===== src/rtl/cpu_run_ctrl.sv =====
// Run/halt/single-step/breakpoint sequencer for the single-cycle MIPS core.
// Produces a registered one-cycle cpu_tick and counts the instructions it retires.
module cpu_run_ctrl #(
    parameter int unsigned width = 32,
    parameter int unsigned DIV   = 100000000,
    parameter int unsigned DEB   = 1000000
) (
    input  logic             clk,
    input  logic             reset,
    input  logic             run_sw,
    input  logic             step_btn,
    input  logic             bp_en,
    input  logic [width-1:0] bp_addr,
    input  logic [width-1:0] pc,
    output logic             cpu_tick,
    output logic             halted,
    output logic [1:0]       state,
    output logic [width-1:0] inst_cnt
);

    localparam int unsigned     PW       = (DIV > 1) ? $clog2(DIV) : 1;
    localparam int unsigned     DW       = (DEB > 1) ? $clog2(DEB) : 1;
    localparam logic [PW-1:0]   PRE_LAST = PW'(DIV - 1);
    localparam logic [DW-1:0]   DEB_LAST = DW'(DEB - 1);

    typedef enum logic [1:0] {
        S_HALT  = 2'b00,
        S_RUN   = 2'b01,
        S_STEP  = 2'b10,
        S_BREAK = 2'b11
    } state_t;

    logic             run_s1_q, run_s1_d, run_s2_q, run_s2_d, run_prev_q, run_prev_d;
    logic             step_s1_q, step_s1_d, step_s2_q, step_s2_d;
    logic             deb_lvl_q, deb_lvl_d, step_press_q, step_press_d;
    logic [DW-1:0]    deb_cnt_q, deb_cnt_d;
    logic [PW-1:0]    pre_cnt_q, pre_cnt_d;
    state_t           state_q, state_d;
    logic             bp_skip_q, bp_skip_d;
    logic             tick_q, tick_d;
    logic [width-1:0] inst_cnt_q, inst_cnt_d;

    logic pre, run_rise, bp_hit;

    assign pre      = (pre_cnt_q == PRE_LAST);
    assign run_rise = run_s2_q & ~run_prev_q;
    assign bp_hit   = bp_en & (pc == bp_addr);

    // Input conditioning: synchronisers, step debouncer, free-running prescaler.
    always_comb begin
        run_s1_d     = run_sw;
        run_s2_d     = run_s1_q;
        run_prev_d   = run_s2_q;
        step_s1_d    = step_btn;
        step_s2_d    = step_s1_q;
        deb_lvl_d    = deb_lvl_q;
        deb_cnt_d    = '0;
        step_press_d = 1'b0;
        if (step_s2_q != deb_lvl_q) begin
            if (deb_cnt_q == DEB_LAST) begin
                deb_lvl_d    = step_s2_q;
                step_press_d = step_s2_q;
            end else begin
                deb_cnt_d = deb_cnt_q + DW'(1);
            end
        end
        pre_cnt_d = pre ? '0 : pre_cnt_q + PW'(1);
    end

    always_comb begin
        state_d   = state_q;
        bp_skip_d = bp_skip_q;
        tick_d    = 1'b0;
        case (state_q)
            S_HALT: begin
                if (run_s2_q)          state_d = S_RUN;
                else if (step_press_q) state_d = S_STEP;
            end
            S_RUN: begin
                if (!run_s2_q) begin
                    state_d = S_HALT;
                end else if (pre) begin
                    if (bp_hit && !bp_skip_q) begin
                        state_d = S_BREAK;
                    end else begin
                        tick_d    = 1'b1;
                        bp_skip_d = 1'b0;
                    end
                end
            end
            S_STEP: begin
                if (pre) begin
                    tick_d  = 1'b1;
                    state_d = S_HALT;
                end
            end
            S_BREAK: begin
                // bp_skip lets the breakpointed instruction retire once on resume.
                if (run_rise) begin
                    state_d   = S_RUN;
                    bp_skip_d = 1'b1;
                end else if (step_press_q) begin
                    state_d = S_STEP;
                end
            end
            default: state_d = S_HALT;
        endcase
        inst_cnt_d = tick_d ? inst_cnt_q + width'(1) : inst_cnt_q;
    end

    always_ff @(posedge clk or negedge reset) begin
        if (!reset) begin
            run_s1_q     <= 1'b0;
            run_s2_q     <= 1'b0;
            run_prev_q   <= 1'b0;
            step_s1_q    <= 1'b0;
            step_s2_q    <= 1'b0;
            deb_lvl_q    <= 1'b0;
            deb_cnt_q    <= '0;
            step_press_q <= 1'b0;
            pre_cnt_q    <= '0;
            state_q      <= S_HALT;
            bp_skip_q    <= 1'b0;
            tick_q       <= 1'b0;
            inst_cnt_q   <= '0;
        end else begin
            run_s1_q     <= run_s1_d;
            run_s2_q     <= run_s2_d;
            run_prev_q   <= run_prev_d;
            step_s1_q    <= step_s1_d;
            step_s2_q    <= step_s2_d;
            deb_lvl_q    <= deb_lvl_d;
            deb_cnt_q    <= deb_cnt_d;
            step_press_q <= step_press_d;
            pre_cnt_q    <= pre_cnt_d;
            state_q      <= state_d;
            bp_skip_q    <= bp_skip_d;
            tick_q       <= tick_d;
            inst_cnt_q   <= inst_cnt_d;
        end
    end

    assign cpu_tick = tick_q;
    assign inst_cnt = inst_cnt_q;
    assign state    = state_q;
    assign halted   = (state_q == S_HALT) || (state_q == S_BREAK);

endmodule


===== config.mk =====
export PLATFORM = sky130hd
export DESIGN_NAME = cpu_run_ctrl
export DESIGN_NICKNAME = d
export VERILOG_FILES = /design/src/rtl/cpu_run_ctrl.sv
export SDC_FILE = /design/constraint.sdc
export NUM_CORES = 1
export LEC_CHECK = 0
export ABC_AREA = 1
export CAP_MARGIN = 30
export CORE_MARGIN = 4
export CORE_UTILIZATION = 55
export CTS_BUF_LIST = sky130_fd_sc_hd__clkbuf_8
export DETAILED_ROUTE_END_ITERATION = 8
export GPL_TIMING_DRIVEN = 0
export PLACE_DENSITY = 0.85
export SLEW_MARGIN = 20
export SYNTH_ARGS = -nofsm -noshare
export SYNTH_HDL_FRONTEND = slang
export SYNTH_SLANG_ARGS = --single-unit

===== constraint.sdc =====
create_clock -name clk -period 2.2 [get_ports clk]
set_clock_uncertainty 0.2 [all_clocks]
set_input_delay 0.44 -clock clk [delete_from_list [all_inputs] [get_ports clk]]
set_output_delay 0.44 -clock clk [all_outputs]
set_load 0.02 [all_outputs]

# Word level (Yosys, flattened, before mapping)
# Cells that the tools add are included.
dict set report classes {
  mux 23
  n_addsub 3
  eq_ne 14
  bitwise 3
  n_reduce_logical 8
}
# operator n
set op_table {}
lappend op_table {{$mux W20} 2}
lappend op_table {{$add A32 B1 Y32 const B} 1}
lappend op_table {{$eq A32 B32 Y1} 1}
lappend op_table {{$add A27 B1 Y27 const B} 1}
lappend op_table {{$eq A27 B27 Y1 const B} 1}
lappend op_table {{$mux W27} 1}
lappend op_table {{$add A20 B1 Y20 const B} 1}
lappend op_table {{$eq A20 B20 Y1 const B} 1}
lappend op_table {{$mux W2} 7}
lappend op_table {{$mux W1} 10}
lappend op_table {{$ne A2 B2 Y1 const B} 5}
lappend op_table {{$pmux W2 S4} 1}
lappend op_table {{$ne A3 B3 Y1 const B} 2}
lappend op_table {{$reduce_and A5 Y1} 1}
lappend op_table {{$eq A2 B2 Y1 const B} 2}
lappend op_table {{$pmux W1 S2} 2}
lappend op_table {{$reduce_and A3 Y1} 1}
lappend op_table {{$and A1 B1 Y1} 2}
lappend op_table {{$eq A2 B1 Y1 const B} 1}
lappend op_table {{$logic_not A2 Y1} 1}
lappend op_table {{$reduce_and A2 Y1} 1}
lappend op_table {{$reduce_bool A2 Y1} 1}
lappend op_table {{$logic_and A1 B1 Y1} 1}
lappend op_table {{$logic_not A1 Y1} 1}
lappend op_table {{other kinds (3)} 3}
dict set report word_totals {
  input_bits 69
  regBits 90
  wordCells 64
  output_inout_bits 36
}

# Longest topological paths before layout
# Gate-level depths: netlist (run 1).
dict set report depth {
  word_depth 7
  mapped_depth 15
}

# Worst setup path before layout (run 1)
# OpenSTA, ideal clock, no wires.
dict set report synth_timing {
  kind {reg2reg}
  start {register inst_cnt_q[0] (netlist: inst_cnt[0])}
  end {register inst_cnt_q[28] (netlist: inst_cnt[28])}
  slack_ns 0.121
  setup_ns 0.117
  synth_period_minus_slack_ns 2.079
  arrival_time_ns 1.761
  path_stages_with_launch 14
  cell_sequence {dfrtp_1 ha_1 inv_1 nor2_2 nand3_1 inv_2 and2_1 nand2_1 nor2_2 nand2_1 nor2_1 nand3_1 nand2_1 nand2_1}
}
dict set report synth_via {
  elab_chain_len 1
}
# item line_no
set synth_lines {}
lappend synth_lines {{start: declaration} 41} ;# logic [width-1:0] inst_cnt_q, inst_cnt_d;
lappend synth_lines {{start signal: assignment} 139} ;# inst_cnt_q <= inst_cnt_d;
lappend synth_lines {{$add A32 B1 Y32} 108} ;# inst_cnt_d = tick_d ? inst_cnt_q + width'(1) : inst_cnt_q;
# No other way between the ends.
# A chain may end at the register's enable or synchronous reset.

# Final worst setup path (run 1)
dict set report layout_timing {
  start {register inst_cnt_q[0] (netlist: inst_cnt[0])}
  end {output inst_cnt[0]}
}
# item line_no
set layout_lines {}
lappend layout_lines {{end: declaration} 18} ;# output logic [width-1:0] inst_cnt
# No word-level cell between the ends.

==> out/results.tsv, run 1 <==
metric	value	unit
total via count after detailed routing	5951	
PortBufs	104	
initial antenna violation count	0	
peak supply drop	412.8	uV
required time of the worst setup path	1.56	ns
fraction of final layout cells with drive strength greater than 1	12.27	%
HPWL after detailed placement	10760	um
most used standard cell by instance count after synthesis	sky130_fd_sc_hd__nand2_1	
CP max FO	5	
endpoints failing setup	0	
Clock transition at path regs	0.09	ns
clock tree from TritonCTS	built	
Syn Area/Cell	6.775	sq um
design area	0.007672	sq mm
fraction of registers with async set/reset	100.0	%
Cell Area, Placed	0.007087	sq mm
share of total power in combinational logic	26.9	%
antenna-violating nets left	0	
area inside the core boundary	0.01032	sq mm
average vias per placed instance	5.188	
FF+latch count, synth	90	
n_diodes	0	
number of max-slew violations in the final report	0	
netlist area before placement	0.005847	sq mm
power per cell area	512.7	mW/mm^2
fraction of power consumed by sequential logic	43.5	%
WL/cell	12.99	um
cell count of the worst reg-to-reg path	13	
relative slew slack	68.43	%
worst slack after detailed placement	-0.3932	ns
RSZ-0062 raised after global routing	yes	
hold crit path type	reg -> reg	
setup slack after layout	0.06015	ns
most common flop cell mapped by yosys	sky130_fd_sc_hd__dfrtp_1	
number of ports placed on the die boundary	105	
initial core utilization	56.64	%
slew at the pin closest to its max-slew limit	0.4692	ns
floorplan die area	0.01234	sq mm
initial DRC count	493	
sequential element share of the synthesized area	38.52	%
synthesized net count	939	
final period utilization	97.27	%
ranking of synthesized cells by area	sky130_fd_sc_hd__dfrtp_1, sky130_fd_sc_hd__nand2_1, sky130_fd_sc_hd__inv_1	
top cell type's share of synthesized area	38.52	%
DRC Markers	0	
pin count of the biggest net entering global routing	59	
CTS HTree Levels	3	
Post-Place Cells	1104	
first-pass GRT wire length	24470	um
max-cap violations	0	
final worst path period need	2.140	ns
Crit. End Element	primary output	
cell row count	37	
vias in the first global route	5514	
routed wire length	14890	um
Pwr Total	3.934	mW
Area growth syn-to-layout	31.22	%
DR pass1 iterations	6	
switching fraction of total power	32.84	%
Overall Global Routing Usage	23.43	%
area used by sequential logic in the layout	0.002256	sq mm
CTS max path bufs	2	
height of the die	111.1	um
Yosys warnings	0	
routability-driven placement congestion ratio	0.8930	
clock share of power	29.6	%
total count of hold-check failures in the final report	0	
Setup CP Type	reg -> out	
leakage power summed over all cells	3.786	nW
Startpoint Class	register	
Skew-Pair Late Insertion Delay	0.37	ns
number of non-filler instances in the completed layout	1147	
minimum hold slack	0.1599	ns
maximum operating frequency	0.4673	GHz
multi-input gate area in the final layout	0.003015	sq mm
Synth area leader	sky130_fd_sc_hd__dfrtp_1	
clock buffers created by TritonCTS	9	
P_int	2.642	mW
EDFF count, synth	0	
number of cells on the worst hold path	0	
number of nets in the layout	1082	
arrival time reported for the critical path endpoint	1.50	ns
horizontal die dimension	111.1	um
outcome	complete, no violations	
aggregate global routing overflow	0	
clock tree root buffer cell	sky130_fd_sc_hd__clkbuf_8	
number of sinks handled by clock tree synthesis	90	
top cells by instance count after synthesis	sky130_fd_sc_hd__nand2_1, sky130_fd_sc_hd__inv_1, sky130_fd_sc_hd__dfrtp_1, sky130_fd_sc_hd__nor2_1, sky130_fd_sc_hd__nand3_1	
count of filler cells inserted in the layout	786	
Post-Syn Instances	863	
distinct cell type count of the synthesized netlist	40	
net switching power of the design	1.292	mW
layout make-up:
type	count	share of cell area [%]
Multi-Input combinational cell	587	39.30
Buffer	13	1.370
Sequential cell	90	29.40
Inverter	173	8.496
Clock buffer	9	1.614
Tap cell	136	2.218
Clock inverter	7	1.011
Timing Repair Buffer	132	16.59
metal layers:
metal	up-vias	share of wire, %	routed length [um]	GRT usage, %
li1	3011	-	-	-
met4	2	1.6	231	7.299
met1	2714	44	6510	30.80
met3	25	5.6	828	4.858
met5	-	0.24	36	0
met2	199	49	7287	39.00
flip-flops by register name, summed over array words and instances, names as in the netlist:
signal and flops:
run_prev_q 1, run_prev_d 1, state 2, deb_cnt_q 20, pre_cnt_q 27, inst_cnt 32
bp_skip_q 1, step_s1_q 1, step_press_q 1, cpu_tick 1, step_s2_q 1, run_s1_q 1
deb_lvl_q 1
cells by family after synthesis:
| kind of cell | share of synthesized area, % |
|---|---|
| simple gates | 39.89 |
| buf+inv | 12.54 |
| flops | 38.52 |
| compound gates | 4.858 |
| xor+xnor | 2.696 |
| fa+ha+maj | 1.498 |
final timing paths:
path,end,slack [ns],startpoint
max,inst_cnt[0],0.06,inst_cnt[0]$_DFFE_PN0P_
min,run_prev_d$_DFF_PN0_,0.16,run_s1_q$_DFF_PN0_
max reg2reg,inst_cnt[26]$_DFFE_PN0P_,0.07,inst_cnt[1]$_DFFE_PN0P_
min reg2reg,run_prev_d$_DFF_PN0_,0.16,run_s1_q$_DFF_PN0_
max in group asynchronous,inst_cnt[0]$_DFFE_PN0P_,0.90,reset
min in group asynchronous,pre_cnt_q[10]$_DFF_PN0_,0.32,reset
cell usage in the layout (no fill, tap or decap), drive strengths merged, types with 3 or more instances in the layout:
cell	Yosys	routed
ha	7	7
nor3	37	37
a21oi	17	17
o211ai	3	3
xor2	9	9
nor2	99	99
nand4	48	48
xnor2	9	9
o21ai	21	21
o21a	3	3
nand3	66	66
nand2	244	244
nor4	5	5
inv	172	175
nand3b	4	4
clkdlybuf4s50	0	99
dfrtp	90	90
and2	3	3
buf	12	41
clkbuf	1	11
what timing repair did:
item | CTS | global route
hold buffers | 1 | 0
endpoints found under the hold margin | 32 | 0
pin swaps | 4 | 17
setup buffers | 14 | 11
gates resized for setup | 9 | 62
cloned | 1 | 0
endpoints found under the setup margin | 34 | 44
power by group through the flow:
stage / combinational, mW / sequential [mW] / clock, mW
floorplan: 0.529 / 1.77 / 0
global placement: 0.923 / 1.76 / 0
detailed placement: 0.937 / 1.76 / 0
CTS: 0.999 / 1.71 / 1.18
global route: 1.15 / 1.72 / 1.25
finish: 1.06 / 1.71 / 1.17
metrics by stage:
| step | TNS, ns | util (%) |
|---|---|---|
| after floorplan | 0 | - |
| after CTS | 0 | 71.80 |
| after detailed placement | -12.36 | 68.65 |
| after global routing | -1.304 | 74.32 |
| final | 0 | 74.32 |
| after global placement | -263.51 | 68.37 |
worst max-delay path, cell delays in order (launching register included):
cell and delay (ns):
sky130_fd_sc_hd__dfrtp_2 0.42, sky130_fd_sc_hd__buf_4 0.12, sky130_fd_sc_hd__clkdlybuf4s50_1 0.59
No activity file was read; power rests on OpenSTA's default activity.
==> run 2, diff against run 1 <==
--- a/config.mk
+++ b/config.mk
@@ -7,7 +7,7 @@
 export LEC_CHECK = 0
 export ABC_AREA = 1
 export CAP_MARGIN = 30
-export CORE_MARGIN = 4
+export CORE_MARGIN = 3
 export CORE_UTILIZATION = 55
 export CTS_BUF_LIST = sky130_fd_sc_hd__clkbuf_8
 export DETAILED_ROUTE_END_ITERATION = 8
==> run 2 against run 1 <==
Hold slack worse by 0.0013 ns. Combinational power up 4%. Flip-flop and latch count unchanged. Final cell count up 0.17%. First-iteration DRC count up 9.1%. Sequential power about the same. Clock power up 9%. Die area down 3.6%. Critical endpoint is now inst_cnt[15]$_DFFE_PN0P_.
==> out/results.tsv, run 2 (synthesis gave the netlist of run 1 again) <==
metric	value	unit
outcome	complete, no violations	
worst reg-to-reg setup slack	0.04	ns
number of nets in the layout	1084	
Startpoint Class	register	
crit-path leading delay family	simple AND/OR/NAND/NOR gates	
CTS HTree Levels	3	
final worst path period need	2.160	ns
design area	0.007819	sq mm
horizontal die dimension	109.1	um
total count of hold-check failures in the final report	0	
pin count of the biggest net entering global routing	59	
slowest stage delay, CP	0.41	ns
clock tree from TritonCTS	built	
number of ports placed on the die boundary	105	
arrival time reported for the critical path endpoint	2.23	ns
final design utilization	75.74	%
DRC Markers	0	
startpoint of the worst-slack reg-to-reg timing path	pre_cnt_q[1]$_DFF_PN0_	
PortBufs	104	
aggregate global routing overflow	0	
height of the die	109.1	um
number of max-slew violations in the final report	0	
floorplan die area	0.01190	sq mm
most common cell after layout, fill and taps aside	sky130_fd_sc_hd__nand2_1	
Overall Global Routing Usage	24.79	%
hold crit path type	reg -> reg	
CP max FO	10	
routed wire length	15290	um
n_diodes	0	
Area growth syn-to-layout	33.73	%
end point of the worst hold path	step_s2_q$_DFF_PN0_	
Clock transition at path regs	0.09	ns
average vias per placed instance	5.199	
beginning of the worst hold path	step_s1_q$_DFF_PN0_	
clock buffers created by TritonCTS	9	
clock tree root buffer cell	sky130_fd_sc_hd__clkbuf_8	
cell count of the worst reg-to-reg path	12	
endpoints failing setup	0	
commonest cells after routing, fill and taps aside	sky130_fd_sc_hd__nand2_1, sky130_fd_sc_hd__inv_1, sky130_fd_sc_hd__clkdlybuf4s50_1	
CP max-delay cell	sky130_fd_sc_hd__dfrtp_1	
fraction of final layout cells with drive strength greater than 1	12.83	%
total via count after detailed routing	5974	
leakage power summed over all cells	3.870	nW
final period utilization	98.18	%
initial antenna violation count	0	
power per cell area	522.3	mW/mm^2
first-pass GRT wire length	23660	um
peak supply drop	442.2	uV
slew at the pin closest to its max-slew limit	0.5082	ns
DR pass1 iterations	6	
Skew-Pair Late Insertion Delay	0.37	ns
number of sinks handled by clock tree synthesis	90	
crit path cell chain	ha_4, nand3_4, nor3_4, buf_4, inv_2, nor3_4, nand2_2, nor2_8, buf_8, nand3_1, nand2_1, nand2_1	
number of cells on the worst hold path	0	
number of flip-flops in the largest register	32	
Cell Area, Placed	0.007083	sq mm
startpoint of the worst setup timing path	pre_cnt_q[1]$_DFF_PN0_	
initial core utilization	56.64	%
RSZ-0062 raised after global routing	yes	
antenna-violating nets left	0	
routability-driven placement congestion ratio	0.9322	
HPWL after detailed placement	10740	um
required time of the worst setup path	2.27	ns
max-cap violations	0	
relative slew slack	65.86	%
Reg-to-Reg End	inst_cnt[15]$_DFFE_PN0P_	
initial DRC count	538	
crit path buf inv count	3	
WL/cell	13.31	um
Setup Total Neg Slack	0	ns
Setup CP Type	reg -> reg	
area inside the core boundary	0.01032	sq mm
CTS max path bufs	2	
count of filler cells inserted in the layout	716	
cell row count	37	
maximum operating frequency	0.4630	GHz
vias in the first global route	5242	
Crit. End Element	register	
==> run 2: cell types whose count changed in the layout (fill, tap and decap cells not counted), sizes merged <==
| cell | before | now |
|---|---|---|
| buf | 41 | 43 |
| bufinv | 1 | 2 |
| clkbuf | 11 | 10 |
| clkinv | 2 | 3 |
| clkinvlp | 2 | 0 |
| dlymetal6s2s | 2 | 3 |
==> run 2: worst reg2reg max path, delay by kind of cell, from the launching register on <==
| kind | cells | cell delay [ns] |
|---|---|---|
| fa+ha+maj | 1 | 0.17 |
| buf+inv | 3 | 0.36 |
| flops | 1 | 0.41 |
| simple gates | 8 | 0.93 |
==> run 2: how the worst max path moves through the flow <==
stage | slack [ns] | to | depth (start not counted)
4_1_cts | 0.0009 | inst_cnt[26]$_DFFE_PN0P_ | 13
5_1_grt | -0.09 | inst_cnt[28]$_DFFE_PN0P_ | 11
3_3_place_gp | -2.78 | deb_cnt_q[12]$_DFF_PN0_ | 1
3_5_place_dp | -0.39 | inst_cnt[0]$_DFFE_PN0P_ | 12
2_1_floorplan | 0.12 | inst_cnt[28]$_DFFE_PN0P_ | 13
6_report | 0.04 | inst_cnt[15]$_DFFE_PN0P_ | 12
==> run 2: power breakdown <==
group / switching [mW] / leakage (nW) / total [mW] / internal, mW
Clock: 0.622 / 0.117 / 1.27 / 0.651
Combinational: 0.647 / 2.53 / 1.10 / 0.454
Sequential: 0.0208 / 1.22 / 1.71 / 1.69
==> run 2: what timing repair did <==
item / CTS / global route
pin swaps: 3 / 24
resized for setup: 13 / 76
hold buffers: 1 / 0
setup buffers: 11 / 17
endpoints found under the setup margin: 24 / 52
endpoints found under the hold margin: 32 / 0
==> run 2: cell type report <==
class | count | area [sq um] | share of cell area (%)
multi-input cells | 587 | 3087 | 39.48
flip-flops and latches | 90 | 2253 | 28.82
repair buffers | 134 | 1305 | 16.69
inverters | 173 | 651.9 | 8.337
well taps | 136 | 170.2 | 2.176
plain buffers | 13 | 126.4 | 1.616
clock buffers | 9 | 123.9 | 1.584
clock inverters | 7 | 101.3 | 1.296
==> run 2: through the flow <==
step / setup slack [ns] / hold slack, ns / cells / power [mW]
4_1_cts: 0.0008769 / 0.1590 / 1132 / 4.017
3_3_place_gp: -2.776 / 0.1330 / 1103 / 2.677
3_5_place_dp: -0.3902 / 0.1371 / 1104 / 2.695
6_report: 0.04005 / 0.1586 / 1149 / 4.084
2_1_floorplan: 0.1211 / -0.05559 / 863 / 2.297
5_1_grt: -0.08939 / 0.1695 / 1149 / 4.282
==> run 2: layer usage <==
layer	vias to the layer above	global-route usage [%]	wire length [um]	share of wire, %
li1	3020	-	-	-
met1	2720	32.40	6484	42
met2	204	41.32	7504	49
met3	30	4.914	1013	6.6
met4	0	8.025	289	1.9
met5	-	0	0	0
